**config.mk**
```make
export PLATFORM = sky130hd
export DESIGN_NAME = uart_rx_fifo
export DESIGN_NICKNAME = d
export VERILOG_FILES = /design/src/rtl/uart_rx_fifo.sv
export SDC_FILE = /design/constraint.sdc
export NUM_CORES = 1
export LEC_CHECK = 0
export ABC_AREA = 1
export BUFFER_PORTS_ARGS = -buffer_cell sky130_fd_sc_hd__buf_2
export CORE_MARGIN = 2
export CORE_UTILIZATION = 52
export DETAILED_ROUTE_END_ITERATION = 12
export PLACE_DENSITY = 0.8
export SETUP_SLACK_MARGIN = 0.4
export SLEW_MARGIN = 20
export SYNTH_ARGS = -nofsm -noshare
export SYNTH_HDL_FRONTEND = slang
export SYNTH_SLANG_ARGS = --single-unit
```
**constraint.sdc**
```tcl
create_clock -name sys_clk_i -period 3.1 [get_ports sys_clk_i]
set_clock_uncertainty 0.15 [all_clocks]
set_input_delay 0.62 -clock sys_clk_i [delete_from_list [all_inputs] [get_ports sys_clk_i]]
set_output_delay 0.62 -clock sys_clk_i [all_outputs]
set_load 0.1 [all_outputs]
```
**src/rtl/uart_rx_fifo.sv**
```systemverilog
// rtl/uart_rx_fifo.sv - 16x oversampled UART receiver feeding a first-word-fall-through byte FIFO.
// Optional even-parity frame (8E1) enabled by defining UART_RX_PARITY_EN.
module uart_rx_fifo #(
    parameter int CLK_FREQ   = 50_000_000,
    parameter int BAUD       = 115200,
    parameter int FIFO_DEPTH = 8,
    parameter int LED_HOLD   = 2_500_000
) (
    input  logic                          sys_clk_i,
    input  logic                          sys_rst_i,
    input  logic                          uart_rx_i,
    output logic [7:0]                    rx_data_o,
    output logic                          rx_valid_o,
    input  logic                          rx_ready_i,
    output logic [$clog2(FIFO_DEPTH):0]   fifo_count_o,
    output logic                          frame_err_o,
    output logic                          overrun_o,
    output logic                          parity_err_o,
    output logic                          rx_led_o
);

    localparam int TICK_DIV = CLK_FREQ / (BAUD * 16);
    localparam int TW       = (TICK_DIV > 1) ? $clog2(TICK_DIV) : 1;
    localparam int PW       = $clog2(FIFO_DEPTH);
    localparam int CW       = PW + 1;
    localparam int LW       = $clog2(LED_HOLD + 1);

    typedef enum logic [2:0] {
        S_IDLE,
        S_START,
        S_DATA,
        S_PARITY,
        S_STOP
    } state_t;

    logic            sync1_q, sync1_d;
    logic            sync2_q, sync2_d;
    logic            prev_q, prev_d;
    logic [TW-1:0]   tick_cnt_q, tick_cnt_d;
    logic            tick;
    logic            tick_clr;

    state_t          state_q, state_d;
    logic [3:0]      s_q, s_d;
    logic [2:0]      bit_idx_q, bit_idx_d;
    logic [7:0]      shift_q, shift_d;
    logic            brk_q, brk_d;
    logic            par_bad_q, par_bad_d;
    logic            push_q, push_d;
    logic [7:0]      push_data_q, push_data_d;
    logic            frame_err_q, frame_err_d;
    logic            overrun_q, overrun_d;
    logic            parity_err_d;

    logic [7:0]      mem_q [FIFO_DEPTH];
    logic [7:0]      mem_d [FIFO_DEPTH];
    logic [PW-1:0]   wr_ptr_q, wr_ptr_d;
    logic [PW-1:0]   rd_ptr_q, rd_ptr_d;
    logic [CW-1:0]   count_q, count_d;
    logic [LW-1:0]   led_cnt_q, led_cnt_d;
    logic            full, empty, pop, push_ok;

    always_comb begin
        sync1_d    = uart_rx_i;
        sync2_d    = sync1_q;
        prev_d     = sync2_q;
        tick       = (tick_cnt_q == TW'(TICK_DIV - 1));
        tick_cnt_d = (tick_clr || tick) ? '0 : tick_cnt_q + TW'(1);
    end

    // Bit engine: START samples at s=7 (half bit), later bits at s=15 (one full bit on).
    always_comb begin
        state_d      = state_q;
        s_d          = s_q;
        bit_idx_d    = bit_idx_q;
        shift_d      = shift_q;
        brk_d        = brk_q;
        par_bad_d    = par_bad_q;
        push_d       = 1'b0;
        push_data_d  = push_data_q;
        frame_err_d  = 1'b0;
        parity_err_d = 1'b0;
        tick_clr     = 1'b0;
        case (state_q)
            S_IDLE: begin
                if (prev_q && !sync2_q) begin
                    state_d   = S_START;
                    s_d       = 4'd0;
                    tick_clr  = 1'b1;
                    par_bad_d = 1'b0;
                    brk_d     = 1'b0;
                end
            end
            S_START: begin
                if (tick) begin
                    if (s_q == 4'd7) begin
                        s_d       = 4'd0;
                        bit_idx_d = 3'd0;
                        state_d   = sync2_q ? S_IDLE : S_DATA;
                    end else begin
                        s_d = s_q + 4'd1;
                    end
                end
            end
            S_DATA: begin
                if (tick) begin
                    if (s_q == 4'd15) begin
                        s_d     = 4'd0;
                        shift_d = {sync2_q, shift_q[7:1]};
                        if (bit_idx_q == 3'd7) begin
`ifdef UART_RX_PARITY_EN
                            state_d = S_PARITY;
`else
                            state_d = S_STOP;
`endif
                        end else begin
                            bit_idx_d = bit_idx_q + 3'd1;
                        end
                    end else begin
                        s_d = s_q + 4'd1;
                    end
                end
            end
`ifdef UART_RX_PARITY_EN
            S_PARITY: begin
                if (tick) begin
                    if (s_q == 4'd15) begin
                        s_d     = 4'd0;
                        state_d = S_STOP;
                        if ((^shift_q) ^ sync2_q) begin
                            par_bad_d    = 1'b1;
                            parity_err_d = 1'b1;
                        end
                    end else begin
                        s_d = s_q + 4'd1;
                    end
                end
            end
`endif
            S_STOP: begin
                // A low stop bit holds here until the line releases, so a break is one error.
                if (brk_q) begin
                    if (sync2_q) begin
                        state_d = S_IDLE;
                        brk_d   = 1'b0;
                    end
                end else if (tick) begin
                    if (s_q == 4'd15) begin
                        s_d = 4'd0;
                        if (sync2_q) begin
                            state_d = S_IDLE;
                            if (!par_bad_q) begin
                                push_d      = 1'b1;
                                push_data_d = shift_q;
                            end
                        end else begin
                            frame_err_d = 1'b1;
                            brk_d       = 1'b1;
                        end
                    end else begin
                        s_d = s_q + 4'd1;
                    end
                end
            end
            default: state_d = S_IDLE;
        endcase
    end

    // FIFO: a simultaneous push and pop is legal even when full.
    always_comb begin
        full      = (count_q == CW'(FIFO_DEPTH));
        empty     = (count_q == '0);
        pop       = !empty && rx_ready_i;
        push_ok   = push_q && (!full || pop);
        overrun_d = push_q && full && !pop;
        mem_d     = mem_q;
        wr_ptr_d  = wr_ptr_q;
        rd_ptr_d  = rd_ptr_q;
        count_d   = count_q;
        if (push_ok) begin
            mem_d[wr_ptr_q] = push_data_q;
            wr_ptr_d        = wr_ptr_q + PW'(1);
        end
        if (pop) begin
            rd_ptr_d = rd_ptr_q + PW'(1);
        end
        if (push_ok && !pop) begin
            count_d = count_q + CW'(1);
        end else if (!push_ok && pop) begin
            count_d = count_q - CW'(1);
        end
        if (push_ok) begin
            led_cnt_d = LW'(LED_HOLD);
        end else if (led_cnt_q != '0) begin
            led_cnt_d = led_cnt_q - LW'(1);
        end else begin
            led_cnt_d = led_cnt_q;
        end
    end

    always_ff @(posedge sys_clk_i or negedge sys_rst_i) begin
        if (!sys_rst_i) begin
            sync1_q     <= 1'b1;
            sync2_q     <= 1'b1;
            prev_q      <= 1'b1;
            tick_cnt_q  <= '0;
            state_q     <= S_IDLE;
            s_q         <= 4'd0;
            bit_idx_q   <= 3'd0;
            shift_q     <= 8'h00;
            brk_q       <= 1'b0;
            par_bad_q   <= 1'b0;
            push_q      <= 1'b0;
            push_data_q <= 8'h00;
            frame_err_q <= 1'b0;
            overrun_q   <= 1'b0;
            mem_q       <= '{default: 8'h00};
            wr_ptr_q    <= '0;
            rd_ptr_q    <= '0;
            count_q     <= '0;
            led_cnt_q   <= '0;
        end else begin
            sync1_q     <= sync1_d;
            sync2_q     <= sync2_d;
            prev_q      <= prev_d;
            tick_cnt_q  <= tick_cnt_d;
            state_q     <= state_d;
            s_q         <= s_d;
            bit_idx_q   <= bit_idx_d;
            shift_q     <= shift_d;
            brk_q       <= brk_d;
            par_bad_q   <= par_bad_d;
            push_q      <= push_d;
            push_data_q <= push_data_d;
            frame_err_q <= frame_err_d;
            overrun_q   <= overrun_d;
            mem_q       <= mem_d;
            wr_ptr_q    <= wr_ptr_d;
            rd_ptr_q    <= rd_ptr_d;
            count_q     <= count_d;
            led_cnt_q   <= led_cnt_d;
        end
    end

`ifdef UART_RX_PARITY_EN
    logic parity_err_q;
    always_ff @(posedge sys_clk_i or negedge sys_rst_i) begin
        if (!sys_rst_i) begin
            parity_err_q <= 1'b0;
        end else begin
            parity_err_q <= parity_err_d;
        end
    end
    assign parity_err_o = parity_err_q;
`else
    logic unused_parity;
    assign unused_parity = parity_err_d;
    assign parity_err_o  = 1'b0;
`endif

    assign rx_data_o    = mem_q[rd_ptr_q];
    assign rx_valid_o   = !empty;
    assign fifo_count_o = count_q;
    assign frame_err_o  = frame_err_q;
    assign overrun_o    = overrun_q;
    assign rx_led_o     = (led_cnt_q != '0);

endmodule

```
==> results of run 1 <==
-- per-layer routing --
metal	vias to the layer above	GRT usage, %	part of all wire (%)
met2	91	35.1	48
met3	24	4.22	3.6
li1	2531	-	-
met1	2390	28.6	46
met4	0	10.1	2.1
met5	-	0	0
-- area by class of cell --
cell class | instances | area, µm² | share of cell area, %
Multi-Input combinational cell | 532 | 2890 | 38.1
Tap cell | 172 | 215 | 2.84
Clock inverter | 12 | 151 | 2.00
Timing Repair Buffer | 31 | 236 | 3.12
Clock buffer | 20 | 457 | 6.02
Inverter | 57 | 265 | 3.50
Sequential cell | 134 | 3370 | 44.4
-- logic make-up after synthesis --
kind of cell / count (synthesis) / share of synthesized area, %
and+or+nand+nor: 343 / 23.8
AOI/OAI and AO/OA: 143 / 11.7
DFF: 134 / 50.6
buffers and inverters: 82 / 6.75
muxes: 18 / 2.75
xor gates and xnor gates: 15 / 1.98
adders and majority gates: 12 / 2.38
other: 1 / 0.0565
-- sequential cells by signal, summed over array words and instances (netlist names), 4 cells and up --
register and flops:
mem_q 64, led_cnt_q 22, push_data_q 8, shift_q 8, tick_cnt_q 5, fifo_count_o 4, s_q 4
-- worst max path at each step --
| stage | start | endpoint | slack [ns] |
|---|---|---|---|
| 3_3_place_gp | rx_ready_i | fifo_count_o[3]$_DFFE_PN0P_ | 0.41 |
| 6_report | rd_ptr_q[0]$_DFFE_PN0P_ | rx_data_o[5] | 0.47 |
| 2_1_floorplan | fifo_count_o[1]$_DFFE_PN0P_ | fifo_count_o[3]$_DFFE_PN0P_ | 0.40 |
| 5_1_grt | rd_ptr_q[0]$_DFFE_PN0P_ | rx_data_o[0] | 0.38 |
| 3_5_place_dp | rx_ready_i | fifo_count_o[3]$_DFFE_PN0P_ | 0.33 |
| 4_1_cts | rd_ptr_q[1]$_DFFE_PN0P_ | rx_data_o[6] | 0.31 |
-- repair_timing --
item,CTS,global route
endpoints found under the setup margin,9,10
pin swaps,0,3
setup buffers,0,4
resized for setup,11,14
-- cell usage in the layout, fill, tap and decap left out, types with 2 or more instances in the layout --
master / count
nand2_1: 181
dfrtp_1: 127
nor2_1: 84
o21ai_0: 57
o21ai_1: 51
inv_1: 48
nand3_1: 37
clkbuf_16: 17
o22ai_1: 16
buf_4: 16
mux2i_1: 15
xor2_1: 12
nand4_1: 11
nand4_4: 9
ha_1: 9
buf_2: 9
o21ai_2: 7
a21oi_1: 6
nand2_2: 5
clkinv_2: 5
buf_6: 5
a21o_1: 4
or2_2: 4
nor2_4: 3
xnor2_1: 3
inv_2: 3
bufinv_8: 3
clkinvlp_4: 3
bufinv_16: 3
dfrtp_4: 3
dfstp_2: 3
mux2_2: 2
nor2_2: 2
inv_6: 2
clkinv_4: 2
clkbuf_8: 2
-- power breakdown --
part	leakage (nW)	internal, mW	total, mW	switching (mW)
combinational	1.45	0.133	0.410	0.276
clock	0.296	1.30	2.05	0.748
sequential	1.75	1.82	1.89	0.0700
-- metrics by stage --
stage	util, %	hold WS, ns
floorplan	-	0.174
CTS	59.9	0.0678
finish	60.6	0.0509
detailed placement	54.8	0.197
global route	60.6	0.0947
global placement	54.8	0.196
==> summary.txt, run 1 <==
Floorplanning
  – Top Ports: 21
  – Die Height: 117 µm
  – Total Die Area: 13700 µm²
  – DIE WIDTH: approximately 120 µm
  – Row Count: 41
  – Core Area: 12500 µm²
  – Starting Density: 53.0%

Worst setup path
  – R2r setup slk: 0.66 ns
  – Crit-path cells: buf_4 -> o21ai_0 -> o22ai_1 -> nand2_1 -> nand2_1 -> buf_4
  – WP depth: 6
  – R2R cell count: 13
  – Worst flop-to-flop path endpoint: fifo_count_o[3]$_DFFE_PN0P_
  – Crit end category: primary output
  – WP buf/inv: 2
  – Reg2reg start: fifo_count_o[1]$_DFFE_PN0P_
  – Startpoint Class: register
  – Worst path max stage delay: 0.40 ns
  – WP data required: between 2 and 2.5 ns
  – CP arrival: 1.86 ns
  – Top delay family on crit path: buffers and inverters
  – CP max FO: 17
  – CP max-delay cell: dfrtp_1
  – Critical path class: register to primary output

Placed design
  – DP Area: roughly 6900 µm²
  – Placer Congestion: 0.852
  – Inst Count DP: about 920
  – Port Buffer Count: 19
  – Dpl ws: 0.334 ns
  – DPL Wire Length: 8.76 mm

Route
  – Routed wire length: 13.3 mm
  – Average routed wire per standard cell: 13.9 µm
  – DRC: 0
  – DR vias/cell: about 5.3
  – Pre-Repair DR Iteration Count: 5
  – ANT nets after route: 0
  – Iteration-0 DRC Markers: ~340
  – Via count: 5036

Synth
  – Synthesized area: around 6600 µm²
  – Top post-synthesis cells by area: dfrtp_1 (49%), nand2_1 (10%), nor2_1 (4.8%)
  – Avg Inst Size Synth: 8.87 µm²
  – Mapped Cells: ~750
  – Post-Syn Nets: ~760
  – EDFF count, synth: 0
  – Top FF cell, synth: dfrtp_1
  – Sequential element share of the synthesized area: 50.6%
  – Netlist cell types: 40
  – Fraction of registers with async set/reset: 100%
  – Yosys warning total: 0
  – Synth top cells by count: nand2_1 (182), dfrtp_1 (131), nor2_1 (85)
  – Cell taking the most area after synthesis: dfrtp_1
  – Top-area cell type share of the netlist area: 49.4%
  – Flops & latches, synth: 134
  – Most frequent cell after synthesis: nand2_1

Cells and area
  – Fin cells: about 960
  – Area grow syn2layout: 14.4%
  – Share of cells above drive strength 1: 15.0%
  – Fillers: around 1.0k
  – Post-route cell area: between 7000 and 8000 µm²
  – Fin nets: between 700 and 800
  – Ant diodes: 0

Global route
  – Number of global-route vias before repair: approximately 4.9k
  – Remaining Overflow, GRT: 0
  – Initial antenna violation count: 0
  – Total routing usage reported by global routing: 21.8%
  – Largest net degree at the start of global routing: 71
  – First-pass GRT wire length: 23.0 mm

Pwr
  – Pwr dens: 573 nW/µm²
  – Leak Pwr: 3.50 nW
  – Peak supply drop: 0.404 mV
  – Tot Pwr: 4.35 mW

Clock tree
  – CTS tree: yes
  – Worst skew pair latency: 0.42 ns
  – CTS H-tree depth: 4
  – CTS Buf Count: 17
  – Max Root-Sink Buffers: 2
  – Clock edge transition at the registers on the reported setup and hold paths: 0.06 ns
  – CTS sink cnt: roughly 130
  – Hold-fix buffers, CTS: 0
  – Root Buffer: clkbuf_16

STA
  – Max-slew violations: 0
  – Slew of the pin with the lowest slew margin: 0.629 ns
  – Setup violators final: 0
  – Unrepaired setup endpoints after global routing: true
  – Slew headroom: 58.1%
  – Max frequency: 380 MHz
  – TNS Setup: 0 ns
  – Final hold violation count: 0
  – Crit share post-route: between 80% and 90%
  – Final min period: 2.63 ns
  – Final worst slack: 0.467 ns

Run
  – Max cap viols: 0

Min path
  – Worst hold path class: primary input to async pin

Outcome
  – Status: complete, no violations
Power figures use the tool's default switching activity.
==> run 2, diff against run 1 <==
PLACE_DENSITY = 0.82   (was 0.8)
clock period = 2.1 ns   (was 3.1 ns; I/O delays follow)
==> summary.txt, run 2 (synthesis results as in run 1) <==
Cells and area
  – Biggest regs: mem_q: 64 flops, led_cnt_q: 22 flops
  – Area grow syn2layout: 46.6%
  – Share of cells above drive strength 1: 42.4% (+27 points)
  – Post-route cell area: 9720 µm² (+28%)
  – Reg with most FFs: mem_q
  – Fin cells: 1048 (+9.4%)
  – Ant diodes: 0 (unchanged)
  – Most frequent cells in the layout: nand2_1 (116), dfrtp_1 (112), o21ai_1 (72), nor2_1 (51), nand2_2 (47)
  – Max reg flops: 64 (unchanged)
  – Fin nets: 879 (+11%)
  – Commonest non-fill, non-tap cell in the layout: nand2_1

Placed design
  – DP Area: 7370 µm² (+7.3%)
  – Inst Count DP: 935 (+1.4%)
  – Placer Congestion: 0.916 (+7.6%)
  – Port Buffer Count: 19 (unchanged)
  – DPL Wire Length: 9.38 mm (+7.1%)

Floorplanning
  – DIE WIDTH: 117 µm (unchanged)
  – Row Count: 41 (unchanged)
  – Core Area: 12500 µm² (unchanged)
  – Die Height: 117 µm (unchanged)
  – Starting Density: 53.0% (unchanged)
  – Total Die Area: 13700 µm² (unchanged)
  – Top Ports: 21 (unchanged)

Worst setup path
  – Startpoint Class: register
  – R2R cell count: 13 (unchanged)
  – Crit end category: primary output
  – Crit-path cells: buf_12 -> buf_16 -> mux2i_1 -> o22ai_1 -> nand2_2 -> nand2_8 -> buf_12
  – Critical path class: register to primary output
  – CP max FO: 8 (-9)
  – WP data required: 1.53 ns (-0.80 ns)
  – CP arrival: 1.97 ns (+0.11 ns)
  – Worst path max stage delay: 0.46 ns (+0.06 ns)
  – Most common cell on crit path: buf_12
  – CP max-delay cell: dfrtp_2

Route
  – Pre-Repair DR Iteration Count: 8 (+3)
  – Average routed wire per standard cell: 24.5 µm (+76%)
  – Via count: 6873 (+36%)
  – Routed wire length: 25.6 mm (+92%)
  – ANT nets after route: 0 (unchanged)
  – DR vias/cell: 6.56 (+25%)
  – Iteration-0 DRC Markers: 942 (+170%)
  – DRC: 0 (unchanged)

Clock tree
  – CTS sink cnt: 134 (unchanged)
  – Root Buffer: clkbuf_16
  – CTS Buf Count: 17 (unchanged)
  – Max Root-Sink Buffers: 2 (unchanged)
  – CTS H-tree depth: 4 (unchanged)
  – CTS tree: yes
  – Worst skew pair latency: 0.43 ns (about the same)
  – Clock edge transition at the registers on the reported setup and hold paths: 0.06 ns (about the same)

STA
  – Slew headroom: 65.1% (+7.1 points)
  – Slew of the pin with the lowest slew margin: 0.523 ns (-0.107 ns)
  – Hold Slack: 0.205 ns (+0.154 ns)
  – Final min period: 2.54 ns
  – Crit share post-route: 121%
  – Max-slew violations: 0 (unchanged)
  – Final hold violation count: 0 (unchanged)
  – TNS Setup: -3.50 ns (-3.50 ns)
  – Final worst slack: -0.439 ns (-0.906 ns)
  – Setup violators final: 14 (+14)
  – Max frequency: 394 MHz
  – Unrepaired setup endpoints after global routing: true

Pwr
  – Clock share of power: 44.2% (-3.0 points)
  – Leak Pwr: 4.24 nW (+21%)
  – Pint: 4.55 mW (+40%)
  – Pwr dens: 656 nW/µm² (+14%)
  – Logic pwr share: 11.7% (+2.3 points)
  – Reg power frac: 44.1% (+0.7 points)
  – Sw Ratio: 28.7% (+3.5 points)
  – Switching power: 1.83 mW (+67%)
  – Peak supply drop: 0.570 mV (+41%)

Min path
  – Hold depth: 0
  – Worst hold path class: register to register

Outcome
  – Status: complete, but fails checks
  – Failing checks: setup timing

Global route
  – Total routing usage reported by global routing: 29.0% (+7.2 points)
  – Initial antenna violation count: 0 (unchanged)
  – First-pass GRT wire length: 30.2 mm (+32%)
  – Remaining Overflow, GRT: 0 (unchanged)
  – Number of global-route vias before repair: 5961 (+22%)
  – Largest net degree at the start of global routing: 48 (-32%)

Run
  – Max cap viols: 0 (unchanged)
==> run 2: changes by cell type in the layout (fill, tap and decap cells not counted), sizes merged <==
cell | before | now
dlygate4sd3 | 0 | 2
nand4 | 20 | 26
clkbuf | 20 | 26
clkinvlp | 3 | 4
bufinv | 6 | 3
clkinv | 7 | 6
buf | 31 | 109
inv | 53 | 54
==> run 2: worst paths after layout <==
path / end / slack [ns] / from
setup / recovery: rx_data_o[5] / -0.44 / rd_ptr_q[0]$_DFFE_PN0P_
hold / removal: prev_d$_DFF_PN1_ / 0.21 / sync1_q$_DFF_PN1_
setup reg to reg: fifo_count_o[3]$_DFFE_PN0P_ / -0.07 / fifo_count_o[0]$_DFFE_PN0P_
hold reg to reg: prev_d$_DFF_PN1_ / 0.21 / sync1_q$_DFF_PN1_
max in group asynchronous: rd_ptr_q[1]$_DFFE_PN0P_ / 0.84 / sys_rst_i
min in group asynchronous: led_cnt_q[0]$_DFFE_PN0P_ / 0.28 / sys_rst_i
==> run 2: cell type report <==
cell class | instances | area, µm²
multi-input combinational | 538 | 3840
sequential | 134 | 3390
fill | 639 | 2790
timing repair buffer | 115 | 1450
clock buffer | 22 | 474
inverter | 57 | 284
tap | 172 | 215
clock inverter | 10 | 71.3
==> run 2: repair_timing <==
action,4_1_cts,5_1_grt
resized for setup,91,213
gates cloned,7,7
setup buffers,36,29
endpoints found under the setup margin,101,118
hold buffers,2,0
endpoints found under the hold margin,23,0
pin swaps,31,50
==> run 2: critical path, delay by kind of cell, from the launching register on <==
family                 cells  cell delay, ns
buffers and inverters      3            0.47
DFF                        1            0.46
and+or+nand+nor            2            0.24
AOI/OAI and AO/OA          1            0.23
muxes                      1            0.13
==> run 2: routing by layer <==
metal	vias to the layer above	GRT usage, %	wire length (µm)
met1	3249	35.5	8810
met3	226	6.69	2840
met5	-	0	0
met2	662	45.9	11900
met4	0	19.5	2070
li1	2736	-	-
==> run 2: through the flow <==
stage / setup WS [ns] / total power, mW / utilization, %
2_1_floorplan: -0.476 / 3.27 / -
4_1_cts: -0.312 / 6.16 / 69.8
3_3_place_gp: 0.00581 / 3.43 / 58.9
6_report: -0.439 / 6.38 / 77.7
3_5_place_dp: -0.0575 / 3.44 / 58.9
5_1_grt: -0.472 / 6.61 / 77.7
==> run 2: power by group through the flow <==
stage / clock network, mW / logic (mW) / registers [mW]
2_1_floorplan: 0 / 0.457 / 2.81
3_3_place_gp: 0 / 0.598 / 2.83
3_5_place_dp: 0 / 0.612 / 2.83
4_1_cts: 2.75 / 0.620 / 2.79
5_1_grt: 2.93 / 0.850 / 2.82
6_report: 2.82 / 0.744 / 2.81
